**src/rtl/uart_tx_arbiter.sv**
```systemverilog
// Round-robin arbiter sharing one UART transmitter among NREQ byte-stream requesters.
// An owner keeps the transmitter until its last byte, or until it stalls for TIMEOUT cycles.
module uart_tx_arbiter #(
    parameter int NREQ    = 2,
    parameter int TIMEOUT = 1023,
    parameter int CNT_W   = 16
) (
    input  logic              clk,
    input  logic              resetn,
    input  logic [NREQ-1:0]   req_valid,
    input  logic [8*NREQ-1:0] req_data,
    input  logic [NREQ-1:0]   req_last,
    output logic [NREQ-1:0]   req_ready,
    output logic [NREQ-1:0]   grant,
    output logic              tx_start,
    output logic [7:0]        tx_data,
    input  logic              tx_busy,
    output logic [CNT_W-1:0]  bytes_sent,
    output logic              timeout_rel
);

    localparam int PTR_W = (NREQ > 1) ? $clog2(NREQ) : 1;
    localparam int TMR_W = $clog2(TIMEOUT + 1);

    typedef enum logic [2:0] {
        IDLE,
        LOAD,
        START,
        WAIT_BUSY,
        WAIT_DONE
    } state_t;

    state_t           state;
    logic [PTR_W-1:0] rr_ptr;
    logic [TMR_W-1:0] timer;
    logic             last_r;

    logic [NREQ-1:0]  rot;
    logic [NREQ-1:0]  winner_oh;
    logic             found;
    int               sum;
    int               wsel;
    int               owner_i;
    logic             owner_valid;
    logic             owner_last;
    logic [7:0]       owner_data;
    logic [PTR_W-1:0] next_ptr;

    // Rotating the request vector by rr_ptr turns the round-robin scan into a plain first-one search.
    always_comb begin
        rot   = NREQ'({req_valid, req_valid} >> rr_ptr);
        found = 1'b0;
        sum   = 0;
        wsel  = 0;
        for (int j = 0; j < NREQ; j++) begin
            sum = int'(rr_ptr) + j;
            if (sum >= NREQ) begin
                sum = sum - NREQ;
            end
            if (!found && rot[j]) begin
                found = 1'b1;
                wsel  = sum;
            end
        end
        winner_oh = '0;
        for (int n = 0; n < NREQ; n++) begin
            winner_oh[n] = found && (n == wsel);
        end
    end

    always_comb begin
        owner_valid = 1'b0;
        owner_last  = 1'b0;
        owner_data  = '0;
        owner_i     = 0;
        for (int j = 0; j < NREQ; j++) begin
            if (grant[j]) begin
                owner_valid = req_valid[j];
                owner_last  = req_last[j];
                owner_data  = req_data[8*j +: 8];
                owner_i     = j;
            end
        end
        next_ptr = PTR_W'((owner_i + 1) % NREQ);
    end

    assign req_ready = (state == LOAD) ? grant : '0;

    // The timer counts idle LOAD cycles; release fires on the cycle the count would reach TIMEOUT.
    always_ff @(posedge clk or negedge resetn) begin
        if (!resetn) begin
            state       <= IDLE;
            grant       <= '0;
            rr_ptr      <= '0;
            timer       <= '0;
            last_r      <= 1'b0;
            tx_start    <= 1'b0;
            tx_data     <= 8'h00;
            bytes_sent  <= '0;
            timeout_rel <= 1'b0;
        end else begin
            tx_start    <= 1'b0;
            timeout_rel <= 1'b0;
            case (state)
                IDLE: begin
                    if (|req_valid) begin
                        grant <= winner_oh;
                        timer <= '0;
                        state <= LOAD;
                    end
                end
                LOAD: begin
                    if (owner_valid) begin
                        tx_data  <= owner_data;
                        last_r   <= owner_last;
                        tx_start <= 1'b1;
                        state    <= START;
                    end else if (timer == TMR_W'(TIMEOUT - 1)) begin
                        grant       <= '0;
                        rr_ptr      <= next_ptr;
                        timer       <= '0;
                        timeout_rel <= 1'b1;
                        state       <= IDLE;
                    end else begin
                        timer <= timer + TMR_W'(1);
                    end
                end
                START: begin
                    bytes_sent <= bytes_sent + CNT_W'(1);
                    state      <= WAIT_BUSY;
                end
                WAIT_BUSY: begin
                    if (tx_busy) begin
                        state <= WAIT_DONE;
                    end
                end
                WAIT_DONE: begin
                    if (!tx_busy) begin
                        if (last_r) begin
                            grant  <= '0;
                            rr_ptr <= next_ptr;
                            state  <= IDLE;
                        end else begin
                            timer <= '0;
                            state <= LOAD;
                        end
                    end
                end
                default: state <= IDLE;
            endcase
        end
    end

endmodule
```
**config.mk**
```make
export PLATFORM = sky130hd
export DESIGN_NAME = uart_tx_arbiter
export DESIGN_NICKNAME = d
export VERILOG_FILES = /design/src/rtl/uart_tx_arbiter.sv
export SDC_FILE = /design/constraint.sdc
export NUM_CORES = 1
export LEC_CHECK = 0
export BUFFER_PORTS_ARGS = -buffer_cell sky130_fd_sc_hd__buf_2
export CAP_MARGIN = 30
export CORE_MARGIN = 5
export CORE_UTILIZATION = 30
export DETAILED_ROUTE_END_ITERATION = 8
export PLACE_DENSITY = 0.61
export SETUP_SLACK_MARGIN = 0.15
export SYNTH_ARGS = -nofsm -noshare
export SYNTH_HDL_FRONTEND = slang
export SYNTH_SLANG_ARGS = --single-unit
```
**constraint.sdc**
```tcl
create_clock -name clk -period 1.7 [get_ports clk]
set_input_delay 0.34 -clock clk [delete_from_list [all_inputs] [get_ports clk]]
set_output_delay 0.34 -clock clk [all_outputs]
set_load 0.05 [all_outputs]
```
# After elaboration in Yosys (flattened, before gate mapping)
# Index checks and enable logic that the tools add are counted.
[word_totals] elab_cells=89 latchBits=0 regBits=43 mem_bits_ro=0 memories=0 ramBits=0
[op_classes] div_mod_pow=0 magnitude_cmp=2 bitwise=0 muxes=43 n_addsub=6 shifts=1 eq_ne=14 n_reduce_logical=14 n_mul=0
[op_table] operator="32-bit two-way mux" n=4
[op_table] operator="10-bit two-way mux" n=5
[op_table] operator="2-bit by 32-bit equality test with 1-bit output (first input constant)" n=1
[op_table] operator="32-bit logical NOT" n=1
[op_table] operator="10-bit case mux with 3 select lines" n=1
[op_table] operator="1-bit two-way mux" n=17
[op_table] operator="16-bit by 1-bit adder with 16-bit output (second input constant)" n=1
[op_table] operator="8-bit two-way mux" n=2
[op_table] operator="3-bit two-way mux" n=5
[op_table] operator="3-bit case mux with 5 select lines" n=1
[op_table] operator="2-bit two-way mux" n=6
[op_table] operator="2-bit inequality test (second input constant)" n=6
[op_table] operator="10-bit by 1-bit adder with 10-bit output (second input constant)" n=1
[op_table] operator="10-bit equality test (second input constant)" n=1
[op_table] operator="5-bit AND reduction" n=2
[op_table] operator="3-bit by 2-bit equality test with 1-bit output (second input constant)" n=2
[op_table] operator="2-bit case mux with 3 select lines" n=1
[op_table] operator="6-bit AND reduction" n=1
[op_table] operator="4-bit AND reduction" n=1
[op_table] operator="4-bit by 1-bit >> shifter with 2-bit output" n=1
[op_table] operator="3-bit by 1-bit equality test with 1-bit output (second input constant)" n=1
[op_table] operator="3-bit equality test (second input constant)" n=1
[op_table] operator="1-bit logical AND" n=3
[op_table] operator="3-bit logical NOT" n=1
[op_table] operator="other kinds (14)" n=14

# Depth between registers and ports, before layout
# Gate-level depths: netlist of run 1.
[logic_depth] ltp_word=9 ltp_mapped=6 ltp_nobuf=6

# Worst setup path before layout of run 1
# OpenSTA, ideal clock, no wires.
[synth_timing] path_type="register to output" from="reg grant[1]" to="out req_ready[1]" path_slack_ns=-0.389 stages_incl_launch_ff=4 t_arrival_ns=1.749 t_required_ns=1.360 path_cell_list="dfrtp_1 -> clkbuf_1 -> inv_1 -> nor2_1"
[synth_between] elab_chain_len=1
[synth_rtl] item="start: declaration" line="14" rtl="output logic [NREQ-1:0] grant,"
[synth_rtl] item="start signal: assignment" line="107" rtl="grant <= winner_oh;"
[synth_rtl] item="2-bit two-way mux" line="87" rtl="assign req_ready = (state == LOAD) ? grant : '0;"
[synth_rtl] item="end: declaration" line="13" rtl="output logic [NREQ-1:0] req_ready,"
# Every way passes these cells.

# Worst setup path after layout of run 1
[layout_timing] from="reg state[1]" to="out req_ready[1]"
[layout_between] elab_chain_len=2
[layout_rtl] item="start: declaration" line="33" rtl="state_t state;"
[layout_rtl] item="start signal: assignment" line="92" rtl="state <= IDLE;"
[layout_rtl] item="start signal: assignment" line="109" rtl="state <= LOAD;"
[layout_rtl] item="start signal: assignment" line="117" rtl="state <= START;"
[layout_rtl] item="3-bit by 1-bit equality test with 1-bit output" line="87"
[layout_rtl] item="2-bit two-way mux" line="87"
# Every way passes these cells.

==> flow_summary_export.csv, run 1 <==
group,metric,value,unit
cells_and_area,postLayoutCoreUtil,0.4272,
global_route,grt-ovfl-total,0,
synth,ys_warn_count,0,
synth,synth-compound-area-share,0.1617,
setup_path,path_class,"register to primary output",
clocking,numCtsBuffers,5,
placed_design,place_hpwl,3605,um
placed_design,place.gp.congestion,0.8397,
drt,routed_wl,5251,um
run,maxCapViolations,0,
drt,drtPass1Iterations,5,
setup_path,path_max_fanout,4,
drt,ant_nets,0,
setup_path,max_stage_delay,0.45,ns
timing,rsz0062_at_grt,"true",
floorplan,design.die.area,9023,sq um
floorplan,core-area,7137,sq um
global_route,antenna_found_initial,0,
timing,finalCritPeriodShare,1.029,
synth,synth_xor_area_frac,0.06062,
timing,maxSlewHeadroom,0.6384,
drt,drc_errors,0,
floorplan,die_x,94.99,um
drt,routed_via_density,4.977,
cells_and_area,diodes,0,
clocking,clockRootBuffer,"clkbuf_8",
synth,ys_ff_latch,43,
floorplan,pin_count,53,
global_route,grtUsageTotal,0.1195,
floorplan,initial_core_util,0.3036,
synth,seq_area_frac_synth,0.4965,
drt,wire_per_inst,13.60,um
timing,fmax,0.5714,GHz
cells_and_area,seq_area,1085,sq um
cells_and_area,area.growth.synth_to_final,40.70,%
setup_path,path_cells,"or3b_4, nor2_4, buf_8",
synth,synthCells,214,
timing,holdWs,0.1002,ns
timing,period_minus_slack,1.750,ns
global_route,first_global_vias,1962,
synth,synth_common_cells,"dfrtp_1, nand2_1, a21oi_1, nor2_1",
floorplan,num_rows,31,
synth,synth_flop_cell,"dfrtp_1",
placed_design,dpl-instance-area,2641,sq um
floorplan,die_h,94.99,um
synth,synth_fp_nets,240,
timing,skew,0.008791,ns
drt,num_vias,1921,
setup_path,critPathTopFamily,"simple AND/OR/NAND/NOR gates",
synth,synthMuxAreaShare,0.01963,
cells_and_area,drive_above_1_share,0.4390,
setup_path,critPathLaunchType,"register",
timing,drv_slew,0,
timing,worstMarginPinSlew,0.5425,ns
placed_design,port_buffers,52,
drt,first_iter_violations,104,
synth,ys_top_cells_by_area,"dfrtp_1, xnor2_1, a31oi_1",
synth,netlist_area,2167,sq um
cells_and_area,instances_no_fill,386,
timing,setup_violations,6,
cells_and_area,fin_nets,312,
setup_path,slowest_stage,"or3b_4",
timing,hold_viol_final,0,
synth,synth_top_family_by_area,"simple AND/OR/NAND/NOR gates",
run_status,status,"finished, violations left",
global_route,grt_pass1_wl,8721,um
setup_path,cp.required,1.36,ns
clocking,holdBufCountCts,0,
timing,setup_ws,-0.05003,ns
setup_path,crit_arrival,1.41,ns
power,ir_drop,1.152,mV
synth,yosysMostFrequentCell,"dfrtp_1",
clocking,clock_path_buffers,2,
clocking,clk_pin_slew,0.09,ns
power,cellLeakagePower,0.001453,uW
clocking,cts_max_level,2,
setup_path,r2r_setup_slack,-0.04,ns
power,cellPowerDensity,1730,nW/um^2
setup_path,crit_path_end_kind,"primary output",
clocking,clk_latency,0.29,ns
synth,synth_fa_ha_area_frac,0.01732,
synth,netlist.top_cell.by_area,"dfrtp_1",
synth,synth.top_cell.area_share,0.4965,
global_route,grt_max_degree,44,
cells_and_area,final_cell_area,3049,sq um
cells_and_area,multi_input_area,1215,sq um
placed_design,dp_cells,370,
synth,yosysUniqueCellTypes,43,
hold_path,hp-class,"primary input to async pin",
clocking,clock_sinks,43,
setup_path,cp_num_buf_inv,1,
clocking,cts_tree,"yes",
run_status,violations,"negative setup slack",
synth,yosys.area_share.simple,0.2130,
synth,postSynthAreaPerCell,10.13,sq um
cells_and_area,fill_cells,695,
synth,async_reset_ff_frac,1.000,
synth,synth-edff-count,0,
cell families after synthesis:
logic type / after synthesis
adder cells (fa/ha/maj): 3
flip-flops: 43
buffers and inverters: 15
XOR/XNOR: 15
AND/OR/NAND/NOR: 82
AO/OA/AOI/OAI: 52
multiplexers: 4
stage by stage:
| step | total power, uW | worst slack, ns | setup TNS (ns) |
|---|---|---|---|
| 3_3_place_gp | 3899 | 0.1035 | 0 |
| 3_5_place_dp | 3938 | 0.05413 | 0 |
| 5_1_grt | 5641 | -0.1182 | -0.8474 |
| 4_1_cts | 5055 | -0.06390 | -0.2249 |
| 6_report | 5275 | -0.05003 | -0.1759 |
| 2_1_floorplan | 3265 | 0.06394 | 0 |
placed cells by master, fill, tap and decap left out, drive strengths merged, types with 2 or more instances in the layout:
cell type / netlist / layout
nor2: 15 / 15
nor3b: 2 / 2
and4: 7 / 7
nand2b: 8 / 8
mux2: 2 / 2
xnor2: 13 / 13
a21oi: 15 / 15
a31oi: 14 / 14
buf: 7 / 74
dfrtp: 43 / 43
mux2i: 2 / 2
and3: 6 / 6
and2: 3 / 3
xor2: 2 / 2
nand3b: 2 / 2
o21ai: 4 / 4
a22oi: 9 / 9
clkbuf: 3 / 7
nand4: 4 / 4
inv: 5 / 6
ha: 3 / 3
nand3: 12 / 12
or3: 2 / 2
nand2: 18 / 18
or3b: 2 / 2
registers in the layout, summed over array words and instances, names as in the netlist, 2 cells and up:
name / flops
grant: 2
timer: 10
bytes_sent: 16
state: 3
tx_data: 8
layer usage:
layer | track usage | wire length (um) | up-vias
met4 | 0.02885 | 26 | 0
met5 | 0 | 0 | -
met3 | 0.03984 | 365 | 5
li1 | - | - | 917
met2 | 0.1926 | 2483 | 65
met1 | 0.1547 | 2376 | 934
worst paths after layout:
kind	end	from	cells past startpoint
worst min register to register	bytes_sent[15]	bytes_sent[15]	1
worst max-delay path	req_ready[1]	state[1]	3
min in group clk	state[2]	tx_busy	3
worst min-delay path	bytes_sent[6]	resetn	2
max in group asynchronous	grant[0]	resetn	2
worst max register to register	rr_ptr	state[1]	5
final cells by class:
cell class              instances  share of cell area
clock buffers                   6             0.02708
clock inverters                 2             0.01272
inverters                       5            0.006155
multi-input cells             156              0.3984
flip-flops and latches         43              0.3558
well taps                      99             0.04062
repair buffers                 75              0.1592
timing repair:
action / 4_1_cts / 5_1_grt
buffers inserted: 5 / 3
resized for setup: 20 / 30
setup endpoints to repair: 24 / 37
pin swaps: 10 / 21
report_power, final:
group / switching, uW / internal (uW) / leakage, uW
combinational: 1770 / 1130 / 0.000842
clock: 368 / 483 / 0.0000618
sequential: 218 / 1300 / 0.000549
total: 2350 / 2920 / 0.00145
(Power assumes the default switching activity.)
==> inputs of run 2 (changes only) <==
==> constraint.sdc (replaced) <==
create_clock -name clk -period 1.7 [get_ports clk]
set_input_delay 0.085 -clock clk [delete_from_list [all_inputs] [get_ports clk]]
set_output_delay 0.085 -clock clk [all_outputs]
set_load 0.05 [all_outputs]
==> flow_summary_export.csv, run 2 (synthesized netlist as in run 1, its figures left out) <==
group,metric,value,unit
floorplan,die_h,94.99,um
hold_path,hold_depth,3,
setup_path,crit_path_end_kind,"register",
timing,hold_viol_final,0,
clocking,cts_tree,"yes",
cells_and_area,postLayoutCoreUtil,0.4237,
drt,ant_nets,0,
cells_and_area,final_common_cell,"buf_2",
global_route,use_met2,0.1885,
placed_design,place.gp.congestion,0.7589,
drt,drtPass1Iterations,4,
global_route,grt_max_degree,21,
timing,maxSlewHeadroom,0.6772,
placed_design,dp_cells,370,
cells_and_area,final_cell_mix,"buf_2, dfrtp_1, buf_4",
global_route,grt_pass1_wl,8728,um
floorplan,die_x,94.99,um
timing,drv_slew,0,
power,cellPowerDensity,1705,nW/um^2
timing,finalSetupTns,0,ns
clocking,clk_pin_slew,0.08,ns
cells_and_area,largest_reg_flops,16,
power,ir_drop,1.068,mV
clocking,numCtsBuffers,5,
global_route,antenna_found_initial,0,
clocking,clockRootBuffer,"clkbuf_8",
timing,worstMarginPinSlew,0.4842,ns
drt,wire_per_inst,13.64,um
floorplan,core-area,7137,sq um
setup_path,slowest_stage,"or3b_4",
cells_and_area,reg_top3,"bytes_sent x16, timer x10, tx_data x8",
drt,num_vias,1920,
placed_design,place_hpwl,3633,um
timing,finalCritPeriodShare,0.9436,
timing,skew,0.002314,ns
cells_and_area,top_register,"bytes_sent",
cells_and_area,diodes,0,
placed_design,port_buffers,52,
floorplan,num_rows,31,
hold_path,hp-class,"primary input to register",
drt,routed_wl,5280,um
drt,drc_errors,0,
setup_path,ff2ff_path_depth,5,
global_route,grtUsageTotal,0.1207,
global_route,met3_usage,0.03347,
floorplan,design.die.area,9023,sq um
global_route,grt-ovfl-total,0,
power,p_total,5156,uW
run,maxCapViolations,0,
run_status,status,"finished clean",
floorplan,initial_core_util,0.3036,
clocking,clock_sinks,43,
cells_and_area,area.growth.synth_to_final,39.55,%
floorplan,pin_count,53,
cells_and_area,instances_no_fill,387,
global_route,grt.met1_usage,0.1647,
setup_path,max_stage_delay,0.46,ns
cells_and_area,fin_nets,313,
setup_path,cp.required,1.92,ns
timing,fmax,0.6234,GHz
drt,first_iter_violations,65,
timing,holdWs,0.07566,ns
power,cellLeakagePower,0.001380,uW
global_route,first_global_vias,1917,
timing,period_minus_slack,1.604,ns
clocking,clock_path_buffers,2,
setup_path,critPathLaunchType,"register",
setup_path,path_class,"register to register",
clocking,cts_max_level,2,
global_route,top_usage_layer,"met2",
cells_and_area,drive_above_1_share,0.4688,
drt,routed_via_density,4.961,
clocking,clk_latency,0.29,ns
setup_path,path_max_fanout,8,
timing,setup_violations,0,
setup_path,path_cells,"or3b_4, a31oi_4, buf_4, o21ai_1, a31oi_1",
timing,rsz0062_at_grt,"true",
setup_path,crit_arrival,1.82,ns
run 2: changes by cell type in the layout (fill, tap and decap cells not counted), sizes merged:
| cell | before | now |
|---|---|---|
| inv | 6 | 5 |
| dlygate4sd3 | 0 | 1 |
| bufinv | 1 | 0 |
| buf | 74 | 75 |
| clkinvlp | 0 | 1 |
run 2: cell type report:
| cell class | count | area [sq um] |
|---|---|---|
| Fill cell | 707 | 4113 |
| Clock inverter | 1 | 7.507 |
| Multi-Input combinational cell | 156 | 1205 |
| Tap cell | 99 | 123.9 |
| Timing Repair Buffer | 76 | 486.7 |
| Inverter | 5 | 18.77 |
| Clock buffer | 7 | 96.34 |
| Sequential cell | 43 | 1086 |
run 2: metrics by stage:
stage	worst slack (ns)	cell area, sq um
after detailed placement	0.009777	2629
after floorplan	0.06394	2181
final	0.09585	3024
after global routing	-0.02308	3024
after CTS	0.07322	2809
after global placement	0.02632	2629
run 2: critical path, delay by kind of cell, from the launching register on:
| family | cells | cell delay (ns) |
|---|---|---|
| simple gates | 1 | 0.46 |
| flops | 1 | 0.43 |
| compound gates | 3 | 0.44 |
| buf+inv | 1 | 0.20 |
run 2: path summary, 6_finish.rpt:
path | slack [ns] | start | end
max | 0.1 | state[2] | timer[9]
min | 0.08 | req_valid[0] | grant[0]
max reg2reg | 0.1 | state[2] | timer[9]
min reg2reg | 0.47 | bytes_sent[15] | bytes_sent[15]
max in group asynchronous | 0.86 | resetn | timer[1]
min in group asynchronous | 0.29 | resetn | bytes_sent[0]
run 2: layer usage:
layer / vias up / wire [um]
li1: 922 / -
met1: 928 / 2431
met2: 65 / 2441
met3: 5 / 380
met4: 0 / 27
met5: - / 0
run 2: what timing repair did:
item                       4_1_cts  5_1_grt
hold endpoints to repair        18        0
setup endpoints to repair       34       35
buffers inserted                 2        3
pin swaps                        5       14
gates resized for setup         16       47
hold buffers                     1        0
gates cloned                     0        3
run 2: power by group:
part	internal [uW]	leakage, uW	switching [uW]
logic	1090	0.000781	1770
registers	1310	0.000549	278
clock network	370	0.0000505	348
total	2760	0.00138	2390
==> inputs of run 3 (changes only) <==
--- a/config.mk
+++ b/config.mk
@@ -10,8 +10,9 @@
 export CORE_MARGIN = 5
 export CORE_UTILIZATION = 30
 export DETAILED_ROUTE_END_ITERATION = 8
+export HOLD_SLACK_MARGIN = 0.06
 export PLACE_DENSITY = 0.61
-export SETUP_SLACK_MARGIN = 0.15
+export REMOVE_ABC_BUFFERS = 1
 export SYNTH_ARGS = -nofsm -noshare
 export SYNTH_HDL_FRONTEND = slang
 export SYNTH_SLANG_ARGS = --single-unit
==> flow_summary_export.csv, run 3 (synthesized netlist as in run 1, its figures left out) <==
group,metric,value,unit
setup_path,crit_path_end_kind,"primary output",
setup_path,path_max_fanout,4,
global_route,first_global_vias,1711,
power,cellLeakagePower,0.001307,uW
cells_and_area,final_cell_mix,"buf_2, dfrtp_1, nand2_1",
drt,num_vias,1829,
run,maxCapViolations,0,
placed_design,dp_cells,369,
cells_and_area,postLayoutCoreUtil,0.3843,
cells_and_area,drive_above_1_share,0.3025,
cells_and_area,fin_nets,306,
cells_and_area,final_cell_area,2743,sq um
clocking,cts_max_level,2,
floorplan,die_x,94.99,um
drt,drc_errors,0,
timing,hold_viol_final,0,
run_status,status,"finished clean",
clocking,clock_sinks,43,
drt,drtPass1Iterations,4,
power,ir_drop,0.6676,mV
cells_and_area,instances_no_fill,380,
timing,finalCritPeriodShare,0.9506,
timing,maxSlewHeadroom,0.6125,
drt,first_iter_violations,96,
power,cellPowerDensity,1667,nW/um^2
clocking,cts_tree,"yes",
timing,drv_slew,0,
floorplan,pin_count,53,
global_route,antenna_found_initial,0,
timing,skew,0.01066,ns
floorplan,design.die.area,9023,sq um
cells_and_area,top_register,"bytes_sent",
drt,wire_per_inst,13.22,um
cells_and_area,largest_reg_flops,16,
placed_design,dpl-instance-area,2608,sq um
power,switching_share,0.4667,
drt,routed_wl,5023,um
global_route,grtUsageTotal,0.1143,
drt,ant_nets,0,
cells_and_area,fill_cells,738,
floorplan,initial_core_util,0.3036,
clocking,clk_latency,0.30,ns
power,clockPowerShare,0.141,
cells_and_area,diodes,0,
global_route,grt-ovfl-total,0,
placed_design,place.gp.congestion,0.8390,
floorplan,core-area,7137,sq um
clocking,clk_pin_slew,0.09,ns
setup_path,path_class,"register to primary output",
hold_path,hp-class,"primary input to register",
cells_and_area,area.growth.synth_to_final,26.56,%
timing,setup_violations,0,
global_route,grt_max_degree,44,
drt,routed_via_density,4.813,
cells_and_area,final_common_cell,"buf_2",
power,seq_power_share,0.331,
placed_design,place_hpwl,3635,um
setup_path,critPathLaunchType,"register",
clocking,numCtsBuffers,5,
power,combPwrFrac,0.528,
placed_design,port_buffers,52,
timing,worstMarginPinSlew,0.5791,ns
clocking,clock_path_buffers,2,
power,p_switching,2134,uW
setup_path,crit_arrival,1.53,ns
timing,fmax,0.6188,GHz
floorplan,die_h,94.99,um
clocking,clockRootBuffer,"clkbuf_8",
cells_and_area,reg_top3,"bytes_sent x16, timer x10, tx_data x8",
global_route,grt_pass1_wl,8100,um
power,p_int,2439,uW
timing,period_minus_slack,1.616,ns
setup_path,cp.required,1.62,ns
floorplan,num_rows,31,
[run 3: changes by cell type in the layout (fill, tap and decap cells not counted), moves of 8 or more]
cell / change
dfrtp_2: -8
a21oi_2: -9
nor2_1: +12
dfrtp_1: +8
a21oi_1: +10
[run 3: layout make-up]
| class | count | area, sq um | area share |
|---|---|---|---|
| repair buffers | 69 | 392.9 | 0.1432 |
| flip-flops and latches | 43 | 1076 | 0.3923 |
| inverters | 5 | 18.77 | 0.006843 |
| multi-input cells | 156 | 1046 | 0.3814 |
| clock inverters | 2 | 12.51 | 0.004562 |
| well taps | 99 | 123.9 | 0.04516 |
| clock buffers | 6 | 72.57 | 0.02646 |
[run 3: worst max-delay path: stages (launching register included)]
cell and delay (ns):
dfrtp_1 0.39, or3b_4 0.44, nor2_1 0.12, buf_2 0.28
[run 3: power by group through the flow]
stage / Sequential (uW) / Combinational [uW] / Clock (uW)
2_1_floorplan: 2130 / 1020 / 0
3_3_place_gp: 1520 / 2340 / 0
3_5_place_dp: 1520 / 2370 / 0
4_1_cts: 1510 / 2380 / 672
5_1_grt: 1550 / 2640 / 716
6_report: 1510 / 2420 / 643
[run 3: layer usage]
metal / share of wire / vias up / global-route usage
met1: 0.47 / 850 / 0.1591
met4: 0.010 / 0 / 0.04087
met3: 0.075 / 4 / 0.03506
met2: 0.44 / 67 / 0.1668
li1: - / 908 / -
met5: 0 / - / 0
[run 3: timing repair]
| item | CTS | global route |
|---|---|---|
| setup buffers | 0 | 1 |
| gates resized for setup | 0 | 7 |
| endpoints found under the hold margin | 44 | 0 |
| setup endpoints to repair | 0 | 13 |
| hold buffers | 2 | 0 |
[run 3: path summary, 6_finish.rpt]
check,start,end,slack [ns],depth (start not counted)
setup reg to reg,timer[0],grant[0],0.09,6
min in group asynchronous,resetn,bytes_sent[2],0.38,3
max in group asynchronous,resetn,tx_data[1],0.93,3
hold / removal,req_valid[0],grant[0],0.09,3
setup / recovery,state[0],req_ready[1],0.08,3
hold reg to reg,bytes_sent[15],bytes_sent[15],0.48,1
[run 3: stage by stage]
step	hold slack [ns]	setup slack, ns	TNS (ns)	total power [uW]
2_1_floorplan	-0.2106	-0.7180	-4.999	3155
3_3_place_gp	0.1927	0.08721	0	3857
3_5_place_dp	0.1974	0.05605	0	3897
4_1_cts	0.08001	0.01334	0	4558
5_1_grt	0.09297	-0.002365	-0.002365	4911
6_report	0.08750	0.08398	0	4573
